### src/rtl/display_scheduler_if.sv
// rtl/display_scheduler_if.sv - Request, button and select signals of the display scheduler
interface display_scheduler_if;
    logic        comp_req;
    logic [3:0]  comp_sel;
    logic        mode_auto;
    logic [3:0]  manual_sel;
    logic [15:0] en_mask;
    logic        btn_next;
    logic        btn_prev;
    logic        btn_hold;
    logic [3:0]  sel;
    logic        direct;
    logic        sel_changed;
    logic [1:0]  state;

    modport master (
        output comp_req, comp_sel, mode_auto, manual_sel, en_mask,
               btn_next, btn_prev, btn_hold,
        input  sel, direct, sel_changed, state
    );

    modport slave (
        input  comp_req, comp_sel, mode_auto, manual_sel, en_mask,
               btn_next, btn_prev, btn_hold,
        output sel, direct, sel_changed, state
    );
endinterface

### src/rtl/display_scheduler.sv
// rtl/display_scheduler.sv - Arbitrates computer, manual and auto-scan selection of the display source
module display_scheduler #(
    parameter int TICK_DIV = 1000,
    parameter int DWELL    = 2000
) (
    input  logic               clk,
    input  logic               reset,
    display_scheduler_if.slave bus
);
    typedef enum logic [1:0] {
        MAN   = 2'd0,
        COMP  = 2'd1,
        SCAN  = 2'd2,
        PAUSE = 2'd3
    } state_t;

    localparam int TW = $clog2(TICK_DIV);
    localparam int DW = (DWELL > 1) ? $clog2(DWELL) : 1;

    state_t          state, state_nxt;
    logic [3:0]      sel, sel_nxt, sel_q;
    logic            direct, sel_changed;
    logic [TW-1:0]   tick_cnt;
    logic [DW-1:0]   dwell_cnt, dwell_nxt;
    logic            next_q, prev_q, hold_q;
    logic            next_e, prev_e, hold_e;
    logic            tick, expire, step_fwd, step_back;

    // Search excludes the current index; with no other enabled bit the index is kept.
    function automatic logic [3:0] search_up(input logic [3:0] cur, input logic [15:0] mask);
        logic [3:0] res;
        logic [3:0] idx;
        logic       found;
        res   = cur;
        found = 1'b0;
        for (int k = 1; k < 16; k++) begin
            idx = cur + 4'(k);
            if (!found && mask[idx]) begin
                res   = idx;
                found = 1'b1;
            end
        end
        return res;
    endfunction

    function automatic logic [3:0] search_down(input logic [3:0] cur, input logic [15:0] mask);
        logic [3:0] res;
        logic [3:0] idx;
        logic       found;
        res   = cur;
        found = 1'b0;
        for (int k = 1; k < 16; k++) begin
            idx = cur - 4'(k);
            if (!found && mask[idx]) begin
                res   = idx;
                found = 1'b1;
            end
        end
        return res;
    endfunction

    assign tick      = (tick_cnt == TW'(TICK_DIV - 1));
    assign expire    = (state == SCAN) && tick && (dwell_cnt == DW'(DWELL - 1));
    assign step_fwd  = next_e & ~prev_e;
    assign step_back = prev_e & ~next_e;

    always_comb begin
        state_nxt = state;
        if (bus.comp_req)
            state_nxt = COMP;
        else if (!bus.mode_auto)
            state_nxt = MAN;
        else if (state == PAUSE)
            state_nxt = hold_e ? SCAN : PAUSE;
        else if (state == SCAN)
            state_nxt = hold_e ? PAUSE : SCAN;
        else
            state_nxt = SCAN;
    end

    // Dwell is held at zero outside SCAN, so every entry to SCAN starts a fresh period.
    always_comb begin
        sel_nxt   = sel;
        dwell_nxt = '0;
        unique case (state)
            MAN:  sel_nxt = bus.manual_sel;
            COMP: sel_nxt = bus.comp_sel;
            SCAN, PAUSE: begin
                if (step_back)
                    sel_nxt = search_down(sel, bus.en_mask);
                else if (step_fwd || expire)
                    sel_nxt = search_up(sel, bus.en_mask);
                if (state == SCAN && !(step_fwd || step_back || expire))
                    dwell_nxt = tick ? dwell_cnt + DW'(1) : dwell_cnt;
            end
            default: ;
        endcase
    end

    always_ff @(posedge clk or negedge reset) begin
        if (!reset) begin
            state       <= MAN;
            sel         <= '0;
            sel_q       <= '0;
            direct      <= 1'b0;
            sel_changed <= 1'b0;
            tick_cnt    <= '0;
            dwell_cnt   <= '0;
            next_q      <= 1'b0;
            prev_q      <= 1'b0;
            hold_q      <= 1'b0;
            next_e      <= 1'b0;
            prev_e      <= 1'b0;
            hold_e      <= 1'b0;
        end else begin
            state       <= state_nxt;
            sel         <= sel_nxt;
            sel_q       <= sel;
            direct      <= (sel_nxt == 4'd10);
            sel_changed <= (sel != sel_q);
            tick_cnt    <= tick ? '0 : tick_cnt + TW'(1);
            dwell_cnt   <= dwell_nxt;
            next_q      <= bus.btn_next;
            prev_q      <= bus.btn_prev;
            hold_q      <= bus.btn_hold;
            next_e      <= bus.btn_next & ~next_q;
            prev_e      <= bus.btn_prev & ~prev_q;
            hold_e      <= bus.btn_hold & ~hold_q;
        end
    end

    assign bus.sel         = sel;
    assign bus.direct      = direct;
    assign bus.sel_changed = sel_changed;
    assign bus.state       = state;
endmodule

### src/flat_wrapper.sv
// flat-port wrapper written by rule: the top's interface ports become plain ports
module display_scheduler_flat 
#(
    parameter int TICK_DIV = 1000,
    parameter int DWELL    = 2000
)
  (clk, reset, bus_comp_req, bus_comp_sel, bus_mode_auto, bus_manual_sel, bus_en_mask, bus_btn_next, bus_btn_prev, bus_btn_hold, bus_sel, bus_direct, bus_sel_changed, bus_state);
  display_scheduler_if bus_i ();
  input  logic clk;
  input  logic reset;
  input wire logic [$bits(bus_i.comp_req)-1:0] bus_comp_req;
  input wire logic [$bits(bus_i.comp_sel)-1:0] bus_comp_sel;
  input wire logic [$bits(bus_i.mode_auto)-1:0] bus_mode_auto;
  input wire logic [$bits(bus_i.manual_sel)-1:0] bus_manual_sel;
  input wire logic [$bits(bus_i.en_mask)-1:0] bus_en_mask;
  input wire logic [$bits(bus_i.btn_next)-1:0] bus_btn_next;
  input wire logic [$bits(bus_i.btn_prev)-1:0] bus_btn_prev;
  input wire logic [$bits(bus_i.btn_hold)-1:0] bus_btn_hold;
  output wire logic [$bits(bus_i.sel)-1:0] bus_sel;
  output wire logic [$bits(bus_i.direct)-1:0] bus_direct;
  output wire logic [$bits(bus_i.sel_changed)-1:0] bus_sel_changed;
  output wire logic [$bits(bus_i.state)-1:0] bus_state;
  assign bus_i.comp_req = bus_comp_req;
  assign bus_i.comp_sel = bus_comp_sel;
  assign bus_i.mode_auto = bus_mode_auto;
  assign bus_i.manual_sel = bus_manual_sel;
  assign bus_i.en_mask = bus_en_mask;
  assign bus_i.btn_next = bus_btn_next;
  assign bus_i.btn_prev = bus_btn_prev;
  assign bus_i.btn_hold = bus_btn_hold;
  assign bus_sel = bus_i.sel;
  assign bus_direct = bus_i.direct;
  assign bus_sel_changed = bus_i.sel_changed;
  assign bus_state = bus_i.state;
  display_scheduler #(.TICK_DIV(TICK_DIV), .DWELL(DWELL)) u_core (.clk(clk), .reset(reset), .bus(bus_i));
endmodule
### config.mk
export PLATFORM = sky130hd
export DESIGN_NAME = display_scheduler_flat
export DESIGN_NICKNAME = d
export VERILOG_FILES = /design/src/rtl/display_scheduler_if.sv /design/src/rtl/display_scheduler.sv /design/src/flat_wrapper.sv
export SDC_FILE = /design/constraint.sdc
export NUM_CORES = 1
export LEC_CHECK = 0
export ABC_AREA = 1
export CAP_MARGIN = 30
export CORE_MARGIN = 5
export CORE_UTILIZATION = 65
export CTS_BUF_LIST = sky130_fd_sc_hd__clkbuf_8
export DETAILED_ROUTE_END_ITERATION = 8
export PLACE_DENSITY_LB_ADDON = 0.2
export SLEW_MARGIN = 15
export SYNTH_ARGS = -nofsm -noshare
export SYNTH_HDL_FRONTEND = slang
export SYNTH_SLANG_ARGS = --single-unit
### constraint.sdc
create_clock -name clk -period 9.35 [get_ports clk]
set_input_delay 1.4025 -clock clk [delete_from_list [all_inputs] [get_ports clk]]
set_output_delay 1.4025 -clock clk [all_outputs]
set_load 0.02 [all_outputs]
-- Yosys cells after proc, flatten, opt, wreduce, memory -nomap -nowiden
Cells that the tools add are included.
- muxes and demuxes: 201
- equality and inequality tests: 8
- bitwise logic cells: 10
- order comparisons: 30
- reduce and logical (&&, ||, !) cells: 65
- $add $sub $neg: 32
- operators with widths (kind ; count):
    4-bit by 5-bit < comparator with 1-bit output (second input constant) ; 30
    1-bit two-way mux ; 130
    4-bit two-way mux ; 32
    1-bit binary-select mux with 4-bit select ; 30
    11-bit two-way mux ; 3
    4-bit adder (second input constant) ; 8
    4-bit subtractor (second input constant) ; 8
    1-bit logical AND ; 31
    1-bit zero test ; 29
    4-bit by 3-bit adder with 4-bit output (second input constant) ; 4
    4-bit by 3-bit subtractor with 4-bit output (second input constant) ; 4
    4-bit case mux with 3 select lines ; 1
    11-bit by 1-bit adder with 11-bit output (second input constant) ; 1
    11-bit equality test (second input constant) ; 1
    10-bit by 1-bit adder with 10-bit output (second input constant) ; 1
    10-bit equality test (second input constant) ; 1
    10-bit two-way mux ; 1
    4-bit by 2-bit adder with 4-bit output (second input constant) ; 2
    2-bit two-way mux ; 4
    4-bit by 2-bit subtractor with 4-bit output (second input constant) ; 2
    1-bit AND ; 5
    1-bit inverter ; 5
    4-bit by 1-bit adder with 4-bit output (second input constant) ; 1
    2-bit equality test (second input constant) ; 2
    8 further kinds ; 10
- input bits: 31
- word-level logic and storage cells: 359
- output and inout bits: 8
- register bits: 39

-- Longest topological paths before layout
Gate-level depths: netlist of run 1.
- depth in word-level cells: 92
- mapped depth: 36
- depth with buffers taken out: 35

-- Least setup slack after synthesis of run 1
Ideal clock, no wire load.
- path kind: flip-flop to flip-flop
- start: reg u_core.sel[2], in the netlist u_core.bus.sel[2]
- end: reg u_core.direct, in the netlist u_core.bus.direct
- arrival time: 3.797 ns
- buffers on the path: 3
- stages on the path, launching flop included: 31
- slack: 5.439 ns
- setup time: 0.114 ns
- path through: dfrtp_1 > buf_2 > inv_2 > clkbuf_1 > ha_1 > clkbuf_1 > inv_1 > nand3_1 > nand2_1 > nand2_1 > nand2_2 > nor2_8 > nand3_2 > nor2_2 > nand2_1 > nor2_4 > nand2_2 > nor2_4 > nand2_2 > nor2_4 > nand2_2 > nor2_4 > nand2_1 > o21ai_1 > inv_1 > a21oi_1 > nor2_1 > nand2_1 > nand2_1 > nand2_1 > nor2_2
- cells in the longest elaborated chain, start to end: 92
- RTL lines (item ; RTL line ; RTL):
    start, declared ; display_scheduler.sv:21 ; logic [3:0] sel, sel_nxt, sel_q;
    start signal, assigned ; display_scheduler.sv:117 ; sel <= sel_nxt;
    4-bit by 1-bit adder with 4-bit output ; display_scheduler.sv:37 ; idx = cur + 4'(k);
    1-bit binary-select mux with 4-bit select ; display_scheduler.sv:38 ; if (!found && mask[idx]) begin
    1-bit two-way mux (implied by the code) ; display_scheduler.sv:38 ;
    1-bit two-way mux ; display_scheduler.sv:38 ;
    1-bit two-way mux ; display_scheduler.sv:91 ; else if (step_fwd || expire)
    1-bit two-way mux ; display_scheduler.sv:89 ; if (step_back)
    1-bit two-way mux ; display_scheduler.sv:85 ; unique case (state)
    1-bit zero test ; display_scheduler.sv:38 ;
    (+77 left out) ; -- ;
    1-bit zero test ; display_scheduler.sv:38 ;
    1-bit logical AND ; display_scheduler.sv:38 ;
    4-bit two-way mux ; display_scheduler.sv:38 ;
    4-bit two-way mux ; display_scheduler.sv:91 ;
    4-bit two-way mux (*) ; display_scheduler.sv:89 ;
    4-bit case mux with 3 select lines (*) ; display_scheduler.sv:85 ;
    net u_core.sel_nxt[1] ; display_scheduler.sv:21 ;
    4-bit equality test (*) ; display_scheduler.sv:119 ; direct <= (sel_nxt == 4'd10);
    end signal, assigned ; display_scheduler.sv:119 ;
    end, declared ; display_scheduler.sv:22 ; logic direct, sel_changed;
The timed path passes the listed nets; every way through them passes the cells marked *. The select of a mux whose other input is x is not followed.
A chain may end at the register's enable or synchronous reset.

-- Final worst setup path of run 1
- start: reg u_core.sel[1], in the netlist u_core.bus.sel[1]
- end: reg u_core.direct, in the netlist u_core.bus.direct
The elaborated chain is that of the path after synthesis.

==> metrics.md, run 1 <==
| Metric | Value |
|---|---|
| Clock Pin Slew Worst Setup and Hold Paths | roughly 0.09 ns |
| Crit-path leading delay family | simple AND/OR/NAND/NOR gates |
| Hold Buf Count CTS | 0 |
| Setup-failing EPs final | 0 |
| Synth async-reset ratio | 1.000 |
| Worst setup margin | just under 4 ns |
| Slew Limit Fails | 0 |
| Area share of fa/ha/maj cells after synthesis | 0.03480 |
| Core area | 0.006386 mm2 |
| Worst hold endpoint | u_core.next_e$_DFF_PN0_ |
| Global routing usage on met3 | 0.09174 |
| I/O pins | 39 |
| Synth top area cells | nand2_1, dfrtp_1, nand3_1, inv_1, nor2_1 |
| Post-synthesis compound-gate area fraction | 0.08904 |
| Sequential share of the synthesized area | 0.2262 |
| Commonest register cell after synthesis | dfrtp_1 |
| RSZ-0062 raised after global routing | false |
| DP Worst Slack | 4.191 ns |
| Layout cells sized above 1 | 0.05485 |
| Yosys reg bits | 39 |
| PostCTS Resize Cnt | 0 |
| Worst skew pair latency | about 0.30 ns |
| Reg2reg end | u_core.bus.direct$_DFF_PN0_ |
| Maximum clock path buffer count | 2 |
| Effective utilization at floorplan | 0.6755 |
| Final Util | 0.7549 |
| Initial antenna violation count | 0 |
| Area of the multi-input gates | approximately 0.0028 mm2 |
| Final Wtd Congestion | around 1.1 |
| Simple-gate portion of the synthesized area | 0.5084 |
| Worst VDD drop | roughly 0.14 mV |
| Crit-path max cell delay | around 0.9 ns |
| Post-Syn Nets | roughly 800 |
| Finished Layout Cells | between 800 and 900 |
| CP dominant cell by count | nand2_1 |
| Die area | between 0.008 and 0.009 mm2 |
| Post-CTS Setup Bufs | 0 |
| Setup_tns | 0 ns |
| Unique cell type count in the Yosys netlist | 40 |
| Die Wd | between 90 and 100 um |
| Max_slew headroom | 0.4148 |
| Fill cell count | slightly above 500 |
| Pin count of the biggest net entering global routing | 40 |
| Clk root buf | clkbuf_8 |
| MaxCap Viol Count | 0 |
| Remaining antenna violation count after routing | 0 |
| GR Util met2 | 0.4857 |
| DP HPWL | 10,250 um |
| Cells after synthesis | 754 |
| Post-synth top area cell | nand2_1 |
| First-pass GRT wire length | 21,620 um |
| Vias in the first global route | about 4,700 |
| Power, Total | 1.074 mW |
| Htree depth | 2 |
| GR met1 Demand/Resource | 0.4202 |
| Crit Path Max Fanout | 21 |
| Final Hold Viols | 0 |
| Crit-path cells | inv_1 -> ha_1 -> inv_1 -> nand3_1 -> nand3_1 -> nand2_1 -> inv_1 -> o21ai_0 -> inv_1 -> nand4_1 -> nor2_2 -> nand3_1 -> inv_1 -> nor4_1 -> nand3_1 -> nand2_1 -> nand2_1 -> nand2_1 -> nand3_1 -> nand2_1 -> inv_2 -> nand2_1 -> nor2_2 |
| Hold path depth | 1 |
| Wirelength per Cell | between 15 and 20 um |
| Slew @ Worst Pin | just under 0.9 ns |
| Register Area | just under 0.001 mm2 |
| Critical path class | register to register |
| Drt first pass iters | 7 |
| Layout net count | 826 |
| Post-synth EDFFs | 0 |
| Hold Startpoint | u_core.next_q$_DFF_PN0_ |
| Dpl cells | ~850 |
| Largest family of logic cells by synthesized area | simple AND/OR/NAND/NOR gates |
| Final Instance Area | around 0.0048 mm2 |
| Antenna diodes | 0 |
| Clock net sink count | 39 |
| Outcome | finished clean |
| Worst Skew | 0.01510 ns |
| CTS buffer count | 5 |
| Area Overhead vs Synth | 11.75% |
| Vias | 4,983 |
| Routed WL | around 13,000 um |
| Cell Rows | 29 |
| Total Routing Usage GR | 0.3128 |
| Multiplexer share of the synthesized area | 0 |
| Synthesis warning total | 0 |
| Placed inst area | 0.004706 mm2 |
| Via density | 5.787 |
| Worst path buffer plus inverter count | 6 |
| Worst EP required | roughly 9.6 ns |
| Worst flop-to-flop path startpoint | u_core.bus.sel[1]$_DFF_PN0_ |
| CTS tree | yes |
| Global route overflow | 0 |
| Max Fclk | ~0.18 GHz |
| P_leak | between 2 and 3 nW |
| Crit path max-delay cell type | ha_1 |
| Mean Syn Cell Area | between 5 and 6 um2 |
| Crit end category | register |
| IO buf count | 38 |
| First DRT Iteration DRCs | around 660 |
| Worst hold-check path type | register to register |
| Post-synthesis xor/xnor area fraction | 0.02378 |
| Crit path arrival time | 5.62 ns |
| DRC violations left | 0 |
| Fin crit share | 0.5784 |
| Startpoint Class | register |
| Final worst path period need | 5.408 ns |
| Hold_ws | roughly 0.4 ns |
| R2r setup slk | 3.94 ns |
| Cell Area, Synth | between 0.004 and 0.005 mm2 |
| P per Cell Area | between 200 and 250 mW/mm2 |
| Synth top area share | 0.2349 |
| Worst Reg-to-Reg Cells | 23 |
| Die Ht | 91.47 um |
| Global routing's busiest layer | met2 |
==> report_power, final <==
part	internal (mW)	total, mW	switching, mW
Combinational	0.215	0.724	0.509
Clock	0.0805	0.150	0.0699
Sequential	0.177	0.199	0.0226
Total	0.472	1.07	0.602
==> Yosys cell counts, types with 8 or more instances <==
master	number
nand4_1	16
nand2_2	10
nor2_1	47
dfrtp_1	39
o21ai_0	34
ha_1	12
nor3_1	9
inv_2	8
nand3_1	111
inv_1	106
a21oi_1	22
nand2_1	270
==> per-layer routing <==
metal  routed length, um  up-vias
met3                1575       39
met2                5772      265
li1                    -     2473
met4                 301        0
met1                5447     2206
met5                   0        -
==> placed cells by master (no fill, tap or decap), types with 5 or more instances in the layout <==
cell and instances:
nand3_1 111, nor4_1 6, clkdlybuf4s50_1 37, inv_2 8, clkbuf_8 5, nand2_2 10
nand2_1 270, a21oi_1 22, o21ai_0 34, nor2_1 47, dfrtp_1 39, inv_1 106
nor3_1 9, ha_1 12, nand4_1 16
==> logic make-up (layout without fill, tap and decap cells) <==
| logic type | Yosys count | count (layout) |
|---|---|---|
| AND/OR/NAND/NOR | 492 | 492 |
| flip-flops | 39 | 39 |
| XOR/XNOR | 10 | 10 |
| buffers and inverters | 130 | 160 |
| adder cells (fa/ha/maj) | 12 | 12 |
| AO/OA/AOI/OAI | 71 | 71 |
==> worst max path at each step <==
stage / from / end / slack (ns) / depth (start not counted)
floorplan: u_core.bus.sel[2]$_DFF_PN0_ / u_core.bus.direct$_DFF_PN0_ / 5.44 / 30
global placement: u_core.bus.sel[1]$_DFF_PN0_ / u_core.bus.direct$_DFF_PN0_ / 4.34 / 28
detailed placement: u_core.bus.sel[1]$_DFF_PN0_ / u_core.bus.direct$_DFF_PN0_ / 4.19 / 23
CTS: u_core.bus.sel[1]$_DFF_PN0_ / u_core.bus.direct$_DFF_PN0_ / 4.14 / 23
global route: u_core.bus.sel[1]$_DFF_PN0_ / u_core.bus.direct$_DFF_PN0_ / 3.40 / 23
finish: u_core.bus.sel[1]$_DFF_PN0_ / u_core.bus.direct$_DFF_PN0_ / 3.94 / 23
==> area by class of cell <==
class                           count  share of cell area
Multi-Input combinational cell    585              0.5871
Inverter                          114             0.08876
Sequential cell                    39              0.2024
Clock buffer                        5             0.01427
Tap cell                           77             0.01998
Timing Repair Buffer               38             0.07786
Clock inverter                      3            0.009603
==> state kept, by name (all words and copies together), names as in the netlist, 2 cells and up <==
name,count
u_core.bus.state,2
u_core.sel_q,4
u_core.bus.sel,4
u_core.dwell_cnt,11
u_core.tick_cnt,10
Power figures use the tool's default switching activity.
==> inputs of run 2 (changes only) <==
--- a/config.mk
+++ b/config.mk
@@ -8,7 +8,7 @@
 export ABC_AREA = 1
 export CAP_MARGIN = 30
 export CORE_MARGIN = 5
-export CORE_UTILIZATION = 65
+export CORE_UTILIZATION = 55
 export CTS_BUF_LIST = sky130_fd_sc_hd__clkbuf_8
 export DETAILED_ROUTE_END_ITERATION = 8
 export PLACE_DENSITY_LB_ADDON = 0.2
==> constraint.sdc (replaced) <==
create_clock -name clk -period 4.5 [get_ports clk]
set_input_delay 0.675 -clock clk [delete_from_list [all_inputs] [get_ports clk]]
set_output_delay 0.675 -clock clk [all_outputs]
set_load 0.02 [all_outputs]
==> run 2 against run 1 <==
  * Global-route usage down 2.8 points
  * Highest routed layer unchanged
  * Non-clock buffer count rose by 12
  * Largest power group unchanged
  * Combinational power grew 120%
  * Total power is 110% higher
  * Largest cell class unchanged
  * Critical endpoint unchanged
  * First-iteration DRC count shrank 22%
==> metrics.md, run 2 (synthesis results as in run 1) <==
| Metric | Value |
|---|---|
| Outcome | finished clean |
| Wirelength per Cell | around 15 um |
| Setup-failing EPs final | 0 |
| P per Cell Area | about 460 mW/mm2 |
| Crit Path Max Fanout | 10 |
| Layout net count | ~840 |
| Finished Layout Cells | about 900 |
| Crit end category | register |
| Clock net sink count | 39 |
| IO buf count | 38 |
| Worst EP required | roughly 4.7 ns |
| Worst flop-to-flop path startpoint | u_core.bus.sel[1]$_DFF_PN0_ |
| Crit-path max cell delay | ~0.47 ns |
| Worst hold-check path type | input pin to asynchronous set/reset pin |
| MaxCap Viol Count | 0 |
| Final Wtd Congestion | approximately 1 |
| DP HPWL | ~11,000 um |
| Final worst path period need | between 4 and 5 ns |
| Layout cells sized above 1 | 0.06910 |
| Dpl cells | 889 |
| Vias in the first global route | between 4,000 and 5,000 |
| I/O pins | 39 |
| Via density | between 5 and 6 |
| First DRT Iteration DRCs | 520 |
| Max_slew headroom | 0.6005 |
| Initial antenna violation count | 0 |
| Hold Buf Count CTS | 0 |
| Hold_ws | around 0.19 ns |
| RSZ-0062 raised after global routing | false |
| Slew Limit Fails | 0 |
| Area Overhead vs Synth | 14.85% |
| Die Wd | a little under 100 um |
| R2r setup slk | about 0.47 ns |
| Die area | ~0.0097 mm2 |
| Global route overflow | 0 |
| Maximum clock path buffer count | 2 |
| Vias | roughly 5,000 |
| Fin crit share | 0.8963 |
| CP dominant cell by count | nand2_1 |
| Startpoint Class | register |
| DP Worst Slack | between 0.5 and 0.6 ns |
| Top flop regs | u_core.dwell_cnt (11), u_core.tick_cnt (10) |
| Worst skew pair latency | between 0.3 and 0.4 ns |
| Worst Reg-to-Reg Cells | 28 |
| Worst Skew | 0.01965 ns |
| Crit path arrival time | roughly 4.2 ns |
| DRC violations left | 0 |
| Remaining antenna violation count after routing | 0 |
| Slew @ Worst Pin | between 0.5 and 0.6 ns |
| Final Hold Viols | 0 |
| Drt first pass iters | 5 |
| Max reg flops | 11 |
| Commonest non-fill, non-tap cell in the layout | nand2_1 |
| Biggest register | u_core.dwell_cnt |
| Critical path class | register to register |
| CTS tree | yes |
| Antenna diodes | 0 |
| CTS buffer count | 5 |
| Routed WL | 13,700 um |
| P_leak | 2.570 nW |
| Htree depth | 2 |
| Most frequent cells in the layout | nand2_1, nand3_1, inv_1 |
| Cell Rows | 32 |
| Worst setup margin | 0.4666 ns |
| Crit path max-delay cell type | ha_1 |
| Setup_tns | 0 ns |
| Post-CTS Setup Bufs | 0 |
| Pin count of the biggest net entering global routing | 40 |
| Effective utilization at floorplan | 0.5612 |
| Clk root buf | clkbuf_8 |
| Max Fclk | 0.2479 GHz |
| PostCTS Resize Cnt | 0 |
| Die Ht | approximately 100 um |
| Worst VDD drop | between 0.2 and 0.3 mV |
| Clock Pin Slew Worst Setup and Hold Paths | 0.09 ns |
| Total Routing Usage GR | 0.2852 |
| Core area | ~0.0077 mm2 |
| First-pass GRT wire length | approximately 23,000 um |
| Reg2reg end | u_core.bus.direct$_DFF_PN0_ |
## run 2: how the worst max path moves through the flow
stage                                      from                          end  cells after the start
floorplan           u_core.bus.sel[2]$_DFF_PN0_  u_core.bus.direct$_DFF_PN0_                     30
global placement                bus_en_mask[13]  u_core.bus.direct$_DFF_PN0_                     27
detailed placement               bus_en_mask[8]  u_core.bus.direct$_DFF_PN0_                     27
CTS                 u_core.bus.sel[1]$_DFF_PN0_  u_core.bus.direct$_DFF_PN0_                     28
global route        u_core.bus.sel[1]$_DFF_PN0_  u_core.bus.direct$_DFF_PN0_                     28
finish              u_core.bus.sel[1]$_DFF_PN0_  u_core.bus.direct$_DFF_PN0_                     28
## run 2: cell type report
class                           instances  area [um2]
Multi-Input combinational cell        585        2830
Inverter                              114       427.9
Sequential cell                        39       975.9
Tap cell                              102       127.6
Fill cell                             750        2733
Timing Repair Buffer                   50       478.0
Clock inverter                          3       46.29
Clock buffer                            5       68.82
## run 2: through the flow
stage          power (mW)  utilization  cell area (um2)
3_5_place_dp        1.930       0.6270             4820
4_1_cts             2.242       0.6419             4935
6_report            2.295       0.6445             4955
2_1_floorplan       1.485            -             4314
3_3_place_gp        1.917       0.6270             4820
5_1_grt             2.484       0.6445             4955
## run 2: per-layer routing
metal / global-route usage / vias up / part of all wire
met2: 0.4524 / 241 / 0.44
li1: - / 2494 / -
met1: 0.3746 / 2261 / 0.42
met5: 0 / - / 0
met3: 0.06936 / 49 / 0.11
met4: 0.1124 / 0 / 0.032
## run 2: power by group
group          internal, mW  switching (mW)
combinational         0.475            1.13
sequential            0.368          0.0105
clock                 0.167           0.142
## run 2: critical path, delay by kind of cell (launching register included)
| kind | cells | cell delay, ns |
|---|---|---|
| and+or+nand+nor | 21 | 2.26 |
| DFF | 1 | 0.35 |
| adders and majority gates | 1 | 0.47 |
| AOI/OAI and AO/OA | 2 | 0.34 |
| buffers and inverters | 4 | 0.52 |
